--- src/rtl/branch_pkg.sv ---
// branch_pkg: shared types and helpers for the branch sequencer.
//   state_e      - sequencer FSM states
//   BRZR..BRMI   - legal branch condition codes; BR_MAX is the highest legal code
//   sext_to_32() - sign-extend the low 'width' bits of a 32-bit word
package branch_pkg;

  typedef enum logic [2:0] {
    StIdle,
    StDrive,
    StStrobe,
    StSettle,
    StResolve,
    StDone
  } state_e;

  localparam logic [3:0] BRZR   = 4'd0;
  localparam logic [3:0] BRNZ   = 4'd1;
  localparam logic [3:0] BRPL   = 4'd2;
  localparam logic [3:0] BRMI   = 4'd3;
  localparam logic [3:0] BR_MAX = 4'd3;

  // Shift the field up to bit 31, then arithmetic-shift back down to replicate its sign bit.
  function automatic logic [31:0] sext_to_32(input logic [31:0] value, input int unsigned width);
    logic [31:0] shifted;
    shifted = value << (32 - width);
    return $signed(shifted) >>> (32 - width);
  endfunction

endpackage

--- src/rtl/branch_sequencer_if.sv ---
// branch_sequencer_if: decoder/condition-logic side of the branch sequencer.
//   Requests : start, c2, c_imm, pc_plus1, cond_met      (master -> slave)
//   Results  : bus_ra_out, con_in, pc_load, pc_next, busy,
//              done, taken, illegal, taken_count          (slave -> master)
// The sequencer itself connects through the slave modport.
interface branch_sequencer_if #(
  parameter int unsigned IMM_W   = 19,
  parameter int unsigned COUNT_W = 16
);

  logic               start;
  logic [3:0]         c2;
  logic [IMM_W-1:0]   c_imm;
  logic [31:0]        pc_plus1;
  logic               cond_met;

  logic               bus_ra_out;
  logic               con_in;
  logic               pc_load;
  logic [31:0]        pc_next;
  logic               busy;
  logic               done;
  logic               taken;
  logic               illegal;
  logic [COUNT_W-1:0] taken_count;

  modport master (
    output start, c2, c_imm, pc_plus1, cond_met,
    input  bus_ra_out, con_in, pc_load, pc_next, busy, done, taken, illegal, taken_count
  );

  modport slave (
    input  start, c2, c_imm, pc_plus1, cond_met,
    output bus_ra_out, con_in, pc_load, pc_next, busy, done, taken, illegal, taken_count
  );

endinterface

--- src/rtl/branch_target_adder.sv ---
// branch_target_adder: combinational branch target, i_base + sext(i_imm), modulo 2^32.
//   i_base   - already-incremented PC
//   i_imm    - signed IMM_W-bit branch offset
//   o_target - branch target address
module branch_target_adder
  import branch_pkg::*;
#(
  parameter int unsigned IMM_W = 19
) (
  input  logic [31:0]      i_base,
  input  logic [IMM_W-1:0] i_imm,
  output logic [31:0]      o_target
);

  assign o_target = i_base + sext_to_32(32'(i_imm), IMM_W);

endmodule

--- src/rtl/branch_sequencer.sv ---
// branch_sequencer: initiator side of the branch-condition interface.
// On start it drives rA onto the bus, strobes the condition flip-flop, waits SETTLE_CYCLES,
// then samples cond_met and updates the PC (target if taken, else PC+1).
//   clock - system clock, posedge
//   clear - synchronous active-low reset
//   bus   - branch_sequencer_if.slave (request fields in; strobes, PC update, status out)
// SETTLE_CYCLES must lie in 1..15.
module branch_sequencer
  import branch_pkg::*;
#(
  parameter int unsigned IMM_W         = 19,
  parameter int unsigned SETTLE_CYCLES = 1,
  parameter int unsigned COUNT_W       = 16
) (
  input logic               clock,
  input logic               clear,
  branch_sequencer_if.slave bus
);

  state_e             r_state;
  state_e             w_state_next;

  logic [3:0]         r_c2;
  logic [IMM_W-1:0]   r_imm;
  logic [31:0]        r_pc_plus1;
  logic [31:0]        r_pc_next;
  logic               r_taken;
  logic [3:0]         r_settle;
  logic [COUNT_W-1:0] r_count;

  logic [31:0]        w_target;
  logic [31:0]        w_pc_resolved;
  logic               w_accept;

  branch_target_adder #(
    .IMM_W (IMM_W)
  ) u_target_adder (
    .i_base   (r_pc_plus1),
    .i_imm    (r_imm),
    .o_target (w_target)
  );

  assign w_accept      = (r_state == StIdle) && bus.start;
  assign w_pc_resolved = bus.cond_met ? w_target : r_pc_plus1;

  // Next state
  always_comb begin
    w_state_next = r_state;
    unique case (r_state)
      StIdle: begin
        if (bus.start) begin
          // Illegal codes skip the bus sequence entirely and report straight away.
          w_state_next = (bus.c2 <= BR_MAX) ? StDrive : StDone;
        end
      end
      StDrive:   w_state_next = StStrobe;
      StStrobe:  w_state_next = StSettle;
      StSettle: begin
        if (r_settle <= 4'd1) begin
          w_state_next = StResolve;
        end
      end
      StResolve: w_state_next = StDone;
      StDone:    w_state_next = StIdle;
      default:   w_state_next = StIdle;
    endcase
  end

  // Outputs, decoded from the registered state
  always_comb begin
    bus.bus_ra_out  = 1'b0;
    bus.con_in      = 1'b0;
    bus.pc_load     = 1'b0;
    bus.pc_next     = r_pc_next;
    bus.busy        = (r_state != StIdle);
    bus.done        = 1'b0;
    bus.taken       = 1'b0;
    bus.illegal     = 1'b0;
    bus.taken_count = r_count;
    unique case (r_state)
      StIdle: ;
      StDrive: bus.bus_ra_out = 1'b1;
      StStrobe: begin
        bus.bus_ra_out = 1'b1;
        bus.con_in     = 1'b1;
      end
      StSettle: bus.bus_ra_out = 1'b1;
      StResolve: begin
        // cond_met comes from a register, so presenting the resolved PC now is glitch-safe.
        bus.pc_next = w_pc_resolved;
        bus.pc_load = bus.cond_met;
      end
      StDone: begin
        bus.done    = 1'b1;
        bus.taken   = r_taken;
        bus.illegal = (r_c2 > BR_MAX);
      end
      default: ;
    endcase
  end

  // State and datapath registers
  always_ff @(posedge clock) begin
    if (!clear) begin
      r_state    <= StIdle;
      r_c2       <= '0;
      r_imm      <= '0;
      r_pc_plus1 <= '0;
      r_pc_next  <= '0;
      r_taken    <= 1'b0;
      r_settle   <= '0;
      r_count    <= '0;
    end else begin
      r_state <= w_state_next;

      if (w_accept) begin
        r_c2       <= bus.c2;
        r_imm      <= bus.c_imm;
        r_pc_plus1 <= bus.pc_plus1;
        r_taken    <= 1'b0;
      end

      if (r_state == StStrobe) begin
        r_settle <= 4'(SETTLE_CYCLES);
      end else if (r_state == StSettle) begin
        r_settle <= r_settle - 4'd1;
      end

      if (r_state == StResolve) begin
        r_pc_next <= w_pc_resolved;
        r_taken   <= bus.cond_met;
        if (bus.cond_met && (r_count != {COUNT_W{1'b1}})) begin
          r_count <= r_count + 1'b1;
        end
      end
    end
  end

endmodule

--- src/flat_wrapper.sv ---
// flat-port wrapper written by rule: the top's interface ports become plain ports
module branch_sequencer_flat import branch_pkg::*;
#(
  parameter int unsigned IMM_W         = 19,
  parameter int unsigned SETTLE_CYCLES = 1,
  parameter int unsigned COUNT_W       = 16
)
  (clock, clear, bus_start, bus_c2, bus_c_imm, bus_pc_plus1, bus_cond_met, bus_bus_ra_out, bus_con_in, bus_pc_load, bus_pc_next, bus_busy, bus_done, bus_taken, bus_illegal, bus_taken_count);
  branch_sequencer_if #(.IMM_W(IMM_W), .COUNT_W(COUNT_W)) bus_i ();
  input logic clock;
  input logic clear;
  input wire logic [$bits(bus_i.start)-1:0] bus_start;
  input wire logic [$bits(bus_i.c2)-1:0] bus_c2;
  input wire logic [$bits(bus_i.c_imm)-1:0] bus_c_imm;
  input wire logic [$bits(bus_i.pc_plus1)-1:0] bus_pc_plus1;
  input wire logic [$bits(bus_i.cond_met)-1:0] bus_cond_met;
  output wire logic [$bits(bus_i.bus_ra_out)-1:0] bus_bus_ra_out;
  output wire logic [$bits(bus_i.con_in)-1:0] bus_con_in;
  output wire logic [$bits(bus_i.pc_load)-1:0] bus_pc_load;
  output wire logic [$bits(bus_i.pc_next)-1:0] bus_pc_next;
  output wire logic [$bits(bus_i.busy)-1:0] bus_busy;
  output wire logic [$bits(bus_i.done)-1:0] bus_done;
  output wire logic [$bits(bus_i.taken)-1:0] bus_taken;
  output wire logic [$bits(bus_i.illegal)-1:0] bus_illegal;
  output wire logic [$bits(bus_i.taken_count)-1:0] bus_taken_count;
  assign bus_i.start = bus_start;
  assign bus_i.c2 = bus_c2;
  assign bus_i.c_imm = bus_c_imm;
  assign bus_i.pc_plus1 = bus_pc_plus1;
  assign bus_i.cond_met = bus_cond_met;
  assign bus_bus_ra_out = bus_i.bus_ra_out;
  assign bus_con_in = bus_i.con_in;
  assign bus_pc_load = bus_i.pc_load;
  assign bus_pc_next = bus_i.pc_next;
  assign bus_busy = bus_i.busy;
  assign bus_done = bus_i.done;
  assign bus_taken = bus_i.taken;
  assign bus_illegal = bus_i.illegal;
  assign bus_taken_count = bus_i.taken_count;
  branch_sequencer #(.IMM_W(IMM_W), .SETTLE_CYCLES(SETTLE_CYCLES), .COUNT_W(COUNT_W)) u_core (.clock(clock), .clear(clear), .bus(bus_i));
endmodule
--- config.mk ---
export PLATFORM = sky130hd
export DESIGN_NAME = branch_sequencer_flat
export DESIGN_NICKNAME = d
export VERILOG_FILES = /design/src/rtl/branch_pkg.sv /design/src/rtl/branch_sequencer_if.sv /design/src/rtl/branch_target_adder.sv /design/src/rtl/branch_sequencer.sv /design/src/flat_wrapper.sv
export SDC_FILE = /design/constraint.sdc
export NUM_CORES = 1
export LEC_CHECK = 0
export CAP_MARGIN = 10
export CORE_AREA = 2 2 107 109
export DETAILED_ROUTE_END_ITERATION = 12
export DIE_AREA = 0 0 109 111
export PLACE_DENSITY_LB_ADDON = 0.2
export SLEW_MARGIN = 20
export SYNTH_ARGS = -nofsm -noshare
export SYNTH_HDL_FRONTEND = slang
export SYNTH_SLANG_ARGS = --single-unit
--- constraint.sdc ---
create_clock -name clock -period 8.8 [get_ports clock]
set_input_delay 2.64 -clock clock [delete_from_list [all_inputs] [get_ports clock]]
set_output_delay 2.64 -clock clock [all_outputs]
set_load 0.01 [all_outputs]
Yosys cells after proc, flatten, opt, wreduce, memory -nomap -nowiden
Cells that the tools add are included.
{"block": "totals", "out_inout_bits": 55, "latchBits": 0, "mem_count": 0, "romBits": 0, "reg_bits": 111, "ramBits": 0, "elab_cells": 50}
{"block": "op_classes", "add_sub_neg": 3, "n_eq_ne": 8, "bitwise_logic": 1, "mux": 16, "reduce_logical": 10, "magnitude_cmp": 3, "multipliers": 0, "div_mod_pow": 0, "shifts": 0}
{"operator": "$mux 32", "count": 2}
{"operator": "$add 32x32->32", "count": 1}
{"operator": "$add 16x1->16 const B", "count": 1}
{"operator": "$ne 16x16->1 const B", "count": 1}
{"operator": "$pmux 3 s5", "count": 1}
{"operator": "$mux 1", "count": 10}
{"operator": "$mux 3", "count": 3}
{"operator": "$eq 3x2->1 const B", "count": 2}
{"operator": "$eq 3x3->1 const B", "count": 2}
{"operator": "$gt 4x2->1 const B", "count": 1}
{"operator": "$le 4x1->1 const B", "count": 1}
{"operator": "$le 4x2->1 const B", "count": 1}
{"operator": "$reduce_and 2->1", "count": 2}
{"operator": "$reduce_bool 2->1", "count": 2}
{"operator": "$sub 4x1->4 const B", "count": 1}
{"operator": "$eq 3x1->1 const B", "count": 1}
{"operator": "$logic_not 3->1", "count": 1}
{"operator": "$reduce_bool 3->1", "count": 1}
{"operator": "$reduce_or 3->1", "count": 1}
{"operator": "$logic_and 1x1->1", "count": 2}
{"operator": "$ne 2x1->1 const B", "count": 1}
{"operator": "$ne 2x2->1 const B", "count": 1}
{"operator": "$reduce_or 2->1", "count": 1}
{"operator": "$not 1->1", "count": 1}

Depth between registers and ports, before layout
Gate-level depths: netlist (run 1).
{"block": "depth", "word_depth": 4, "ltp_mapped": 12}

Hierarchy
From an unflattened synthesis (run 1), not the netlist that was laid out.
{"block": "hier_totals", "hier_cells": 804, "area_unflattened_um2": 6302.3}
{"module": "branch_sequencer", "area_each_um2": 4558.1, "n_inst": 1, "cells_each": 563}
{"module": "branch_target_adder", "area_each_um2": 1744.2, "n_inst": 1, "cells_each": 241}

Worst setup path before layout (run 1)
Ideal clock, no wire load.
{"block": "synth_path", "path_type": "input to output", "start": "input port bus_cond_met", "end": "output port bus_pc_next[0]", "cell_stages": 4, "arrival_ps": 3795, "t_required_ps": 6160, "path_slack_ps": 2365, "path_buffers": 2, "path_cell_list": "clkbuf_1 -> buf_1 -> mux2i_1 -> o21ai_0"}
{"block": "synth_via", "elab_chain_cells": 2}
{"element": "from (decl)", "line_no": "flat_wrapper.sv:16", "text": "input wire logic [$bits(bus_i.cond_met)-1:0] bus_cond_met;"}
{"element": "$mux 32", "line_no": "branch_sequencer.sv:44", "text": "assign w_pc_resolved = bus.cond_met ? w_target : r_pc_plus1;"}
{"element": "$mux 32"}
{"element": "to (decl)", "line_no": "flat_wrapper.sv:20", "text": "output wire logic [$bits(bus_i.pc_next)-1:0] bus_pc_next;"}
Every way passes these cells.

Worst setup path after layout (run 1)
{"block": "layout_path", "start": "input port bus_cond_met", "end": "output port bus_pc_next[28]"}
Same word-level chain as after synthesis.

==> out/qor.yml, run 1 <==
status: "complete, no violations"
holdPathEnd: "u_core.r_c2[2]$_SDFFE_PN0P_"
slew_headroom_pct: 32.6
ir_drop_v: 0.000111
area_delta_synth_final_pct: 23.8
hold_viol: 0
cp.arrival_ns: 4.80
setup_tns_ns: 0
yosysTopAreaCell: "dfxtp_1"
timing.final.ws_setup_ns: 1.36
end_kind: "output pin"
die_y_um: 111
leakage_nw: 3.08
drv_cap: 0
netlist_instances: 772
insertion_delay_ns: 0.36
reg2reg_depth: 10
gp_congestion: 0.911
synth-seq-cells: 109
vias: 5625
yosysWarnings: 0
antenna_cells: 0
pwr_density_cell_mw_per_mm2: 173
synthesis.area_mm2: 0.00605
drt_wl_total_mm: 15.1
r2r-start: "u_core.r_state[0]$_SDFFE_PN0P_"
min_path_type: "reg2reg"
drc: 0
hp-start: "u_core.r_c2[2]$_SDFFE_PN0P_"
cp-start-kind: "primary input"
netlist.area_leader.share_pct: 36.0
overflow: 0
fin_util_pct: 67.7
max-clock-path-buffers: 2
postCtsResizedCells: 0
dp_hpwl_mm: 10.9
htreeDepth: 3
cts_tree: "yes"
ys.flop_type: "dfxtp_1"
path_max_fanout: 41
ys_async_sr_fraction_pct: 0
antenna_found_initial: 0
core-area_mm2: 0.0111
ys_types: 51
die_w_um: 109
dieArea_mm2: 0.0121
grt_max_degree: 54
drv_slew: 0
grt_pass1_wl_mm: 25.3
post-route-min-period_ns: 7.44
setup_viol: 0
criticalPathCategory: "in2out"
worstMarginPinSlew_ns: 1.01
io_buffers: 111
num_io_pins: 114
synth-edff-count: 0
drive_above_1_share_pct: 3.60
antenna_left: 0
grt_pass1_vias: 5398
nets: 950
clk_pin_slew_ns: 0.07
viasPerCell: 5.60
reg2reg_to: "u_core.bus.taken_count[15]$_SDFFE_PN0P_"
cts_hold_buf: 0
initial_utilization_pct: 54.7
post_synth.cell_area_avg_um2: 7.84
skew_ns: 0.00912
ys_seq_area_share_pct: 36.0
cp_data_required_time_ns: 6.16
grt.total_usage_pct: 26.0
synth.area.top_cells: "dfxtp_1 (36%), nand2_1 (9.8%), a21oi_1 (8.5%)"
worstHoldPathCells: 2
root_buffer: "clkbuf_16"
syn_nets: 866
drt_iter0_markers: 331
finalCritPeriodShare_pct: 84.6
max_freq_ghz: 0.134
rows: 39
routedWlPerCell_um: 15.0
numCtsBuffers: 9
place_ws_ns: 1.37
power_mw: 1.30
rsz0062_at_grt: "false"
r2r_setup_slack_ns: 5.45
cts.sinks: 109
cts_setup_buffers: 0
dr.pass1.iters: 5
## placed cells by master (no fill, tap or decap), types with 8 or more instances in the layout
cell	instances
nand2_1	158
clkdlybuf4s50_1	110
dfxtp_1	109
a21oi_1	103
nor2_1	42
o21ai_0	41
and2_1	36
ha_1	34
xor2_1	25
mux2i_1	22
xnor2_1	19
a21o_1	18
and3_1	11
nand3_1	10
inv_1	9
clkbuf_16	9
or3_1	8
## how the worst max path moves through the flow
stage | start | to | slack, ns
after floorplan | bus_cond_met | bus_pc_next[0] | 2.37
after global placement | bus_cond_met | bus_pc_next[28] | 1.42
after detailed placement | bus_cond_met | bus_pc_next[28] | 1.37
after CTS | bus_cond_met | bus_pc_next[28] | 1.36
after global routing | bus_cond_met | bus_pc_next[28] | 1.18
final | bus_cond_met | bus_pc_next[28] | 1.36
## final cells by class
| cell class | instances | area, um^2 |
|---|---|---|
| multi-input combinational | 611 | 3680 |
| inverter | 10 | 37.5 |
| tap | 143 | 179 |
| timing repair buffer | 115 | 1140 |
| clock buffer | 10 | 239 |
| sequential | 109 | 2180 |
| fill | 941 | 3580 |
| clock inverter | 6 | 46.3 |
## critical path: stages
cell	delay, ns
buf_2	0.74
nand2_1	0.41
o21ai_0	0.38
clkdlybuf4s50_1	0.60
## state kept, by name, indices dropped and copies added, names as in the netlist
name                    flops
u_core.r_c2                 2
u_core.r_taken              1
u_core.r_imm               19
u_core.r_settle             4
u_core.r_pc_next           32
u_core.r_pc_plus1          32
u_core.bus.taken_count     16
u_core.r_state              3
## synthesized netlist by cell type (all sizes together), types with 5 or more instances
cell type,instances
xor2,25
clkbuf,36
nor2b,6
a21oi,104
nand3,10
buf,6
and3,11
a21o,18
nor3,7
nand4,6
dfxtp,109
a31oi,6
nand2,158
inv,10
ha,34
mux2i,22
o21bai,5
o21ai,43
nor2,42
xnor2,19
or3,8
and2,37
o21a,6
## cell families (layout without fill, tap and decap cells)
logic type                 Yosys count  count (layout)  share of synthesized area [%]
xor gates and xnor gates            44              44                           6.36
DFF                                109             109                           36.0
adders and majority gates           35              35                           7.36
and+or+nand+nor                    300             300                           22.6
muxes                               23              23                           3.89
buffers and inverters               52             141                           3.27
AOI/OAI and AO/OA                  209             209                           20.4
## stage by stage
stage          cells  hold WS (ns)  cell area (um^2)
6_report        1004         0.461              7500
5_1_grt         1004         0.485              7500
4_1_cts         1004         0.464              7500
3_5_place_dp     988         0.454              7210
3_3_place_gp     988         0.445              7210
2_1_floorplan    772         0.437              6050
## per-layer routing
| metal | routed length (um) | part of all wire [%] | track usage, % | vias up |
|---|---|---|---|---|
| li1 | - | - | - | 2836 |
| met1 | 7080 | 47 | 35.2 | 2621 |
| met2 | 7000 | 46 | 41.7 | 143 |
| met3 | 706 | 4.7 | 4.06 | 25 |
| met4 | 328 | 2.2 | 9.40 | 0 |
| met5 | 0 | 0 | 0 | - |
## where the power goes
part / switching, mW / internal [mW] / total (mW)
Sequential: 0.0305 / 0.531 / 0.562
Combinational: 0.189 / 0.155 / 0.344
Clock: 0.188 / 0.202 / 0.390
Total: 0.408 / 0.888 / 1.30
No activity file was read; power rests on OpenSTA's default activity.
==> run 2, diff against run 1 <==
- CORE_AREA: 2 2 107 109 -> 2 2 116 118
- DIE_AREA: 0 0 109 111 -> 0 0 118 120
- clock period: 8.8 -> 6.37 ns (I/O delays scaled with it)
==> run 2 against run 1 <==
Compared with the run above: global-route usage down 3.5 points; via count down 0.14%; hold slack worse by 0.0010 ns; register-to-register slack worse by 2.4 ns; power up 45%; utilization down 9.2 points; non-clock buffer count up 1.
==> out/qor.yml, run 2 (synthesized netlist as in run 1, its figures left out) <==
hold_viol: 0
pwr-share-comb_pct: 25.5
p_int_mw: 1.30
max_freq_ghz: 0.177
io_buffers: 111
critPathMaxStageDelay_ns: 0.73
area_delta_synth_final_pct: 25.5
cp-start-kind: "flop"
post-route-min-period_ns: 5.66
status: "complete, no violations"
ir_drop_v: 0.000159
p_sw_uw: 577
final_common_cell: "nand2_1"
slew_headroom_pct: 32.9
path_max_fanout: 16
cts_setup_buffers: 0
final_cell_mix: "nand2_1 (157), clkdlybuf4s50_1 (110), dfxtp_1 (109), a21oi_1 (103), nor2_1 (42)"
antenna_cells: 0
min_path_type: "reg2reg"
power_mw: 1.88
num_io_pins: 114
drc: 0
pwr_density_cell_mw_per_mm2: 247
die_w_um: 118
initial_utilization_pct: 46.6
antenna_left: 0
cts_hold_buf: 0
gp_congestion: 0.863
antenna_found_initial: 0
dp_hpwl_mm: 11.3
drt_wl_total_mm: 15.5
routedWlPerCell_um: 14.9
seq_area_mm2: 0.00218
drive_above_1_share_pct: 3.83
crit_chain: "ha_1 > a21oi_1 > o21ai_0 > and3_1 > a211o_1 > nor2_1 > o21a_1 > mux2i_1 > or2_2 > clkdlybuf4s50_1"
grt.total_usage_pct: 22.5
setup_viol: 0
p_seq_share_pct: 41.4
core-area_mm2: 0.0130
dr.pass1.iters: 5
cts_tree: "yes"
leakage_nw: 3.12
critPathBufInv: 1
viasPerCell: 5.41
drv_cap: 0
rows: 42
rsz0062_at_grt: "false"
setup_tns_ns: 0
postCtsResizedCells: 0
criticalPathCategory: "reg2out"
grt_max_degree: 57
die_y_um: 120
cp.arrival_ns: 3.75
clkPwrFrac_pct: 33.1
cp_data_required_time_ns: 4.46
num-fill-cells: 1178
max-clock-path-buffers: 2
grt_pass1_vias: 5380
clk_pin_slew_ns: 0.07
multiInputGateArea_mm2: 0.00368
overflow: 0
grt_pass1_wl_mm: 26.0
numCtsBuffers: 9
nets: 951
drt_iter0_markers: 328
insertion_delay_ns: 0.36
cts.sinks: 109
vias: 5617
drv_slew: 0
critPathTopFamily: "compound AO/OA/AOI/OAI gates"
crit_slowest_cell: "dfxtp_1"
finalCritPeriodShare_pct: 88.9
htreeDepth: 3
skew_ns: 0.00568
switching_share_pct: 30.8
root_buffer: "clkbuf_16"
worstMarginPinSlew_ns: 1.01
largest_registers: "u_core.r_pc_next: 32 flops, u_core.r_pc_plus1: 32 flops, u_core.r_imm: 19 flops"
dieArea_mm2: 0.0142
end_kind: "output pin"
[run 2: layer usage]
layer / share of wire [%] / global-route usage [%]
met1: 47 / 30.3
met2: 47 / 37.0
met3: 4.5 / 3.56
met4: 1.4 / 7.45
met5: 0 / 0
[run 2: stage by stage]
stage | utilization [%] | cells | instance area, um^2 | hold slack, ns | setup slack, ns
floorplan | - | 772 | 6050 | 0.437 | 1.39
global placement | 55.9 | 1022 | 7260 | 0.444 | 0.907
detailed placement | 55.9 | 1022 | 7260 | 0.454 | 0.931
CTS | 58.5 | 1038 | 7590 | 0.464 | 0.731
global route | 58.5 | 1038 | 7600 | 0.485 | 0.470
finish | 58.5 | 1038 | 7600 | 0.460 | 0.707
[run 2: path summary, 6_finish.rpt]
kind | from | to | slack (ns) | cells past startpoint
setup / recovery | u_core.r_imm[18]$_SDFFE_PN0P_ | bus_pc_next[27] | 0.71 | 10
hold / removal | u_core.r_imm[10]$_SDFFE_PN0P_ | u_core.r_imm[10]$_SDFFE_PN0P_ | 0.46 | 2
setup reg to reg | u_core.r_state[0]$_SDFFE_PN0P_ | u_core.bus.taken_count[7]$_SDFFE_PN0P_ | 3.05 | 10
hold reg to reg | u_core.r_imm[10]$_SDFFE_PN0P_ | u_core.r_imm[10]$_SDFFE_PN0P_ | 0.46 | 2
[run 2: tightest hold or removal path, stage by stage (launching register included)]
cell     delay [ns]
dfxtp_1        0.31
nand2_1        0.05
a21oi_1        0.05
[run 2: layout make-up]
class / count / area share, %
flip-flops and latches: 109 / 28.7
well taps: 176 / 2.90
multi-input cells: 611 / 48.5
clock inverters: 7 / 1.37
inverters: 10 / 0.494
clock buffers: 9 / 2.96
repair buffers: 116 / 15.1
[run 2: power groups by stage]
stage	combinational, mW	clock [mW]	sequential (mW)
after CTS	0.482	0.635	0.776
final	0.479	0.620	0.776
after detailed placement	0.478	0	0.791
after global routing	0.533	0.661	0.783
after floorplan	0.314	0	0.773
after global placement	0.470	0	0.788
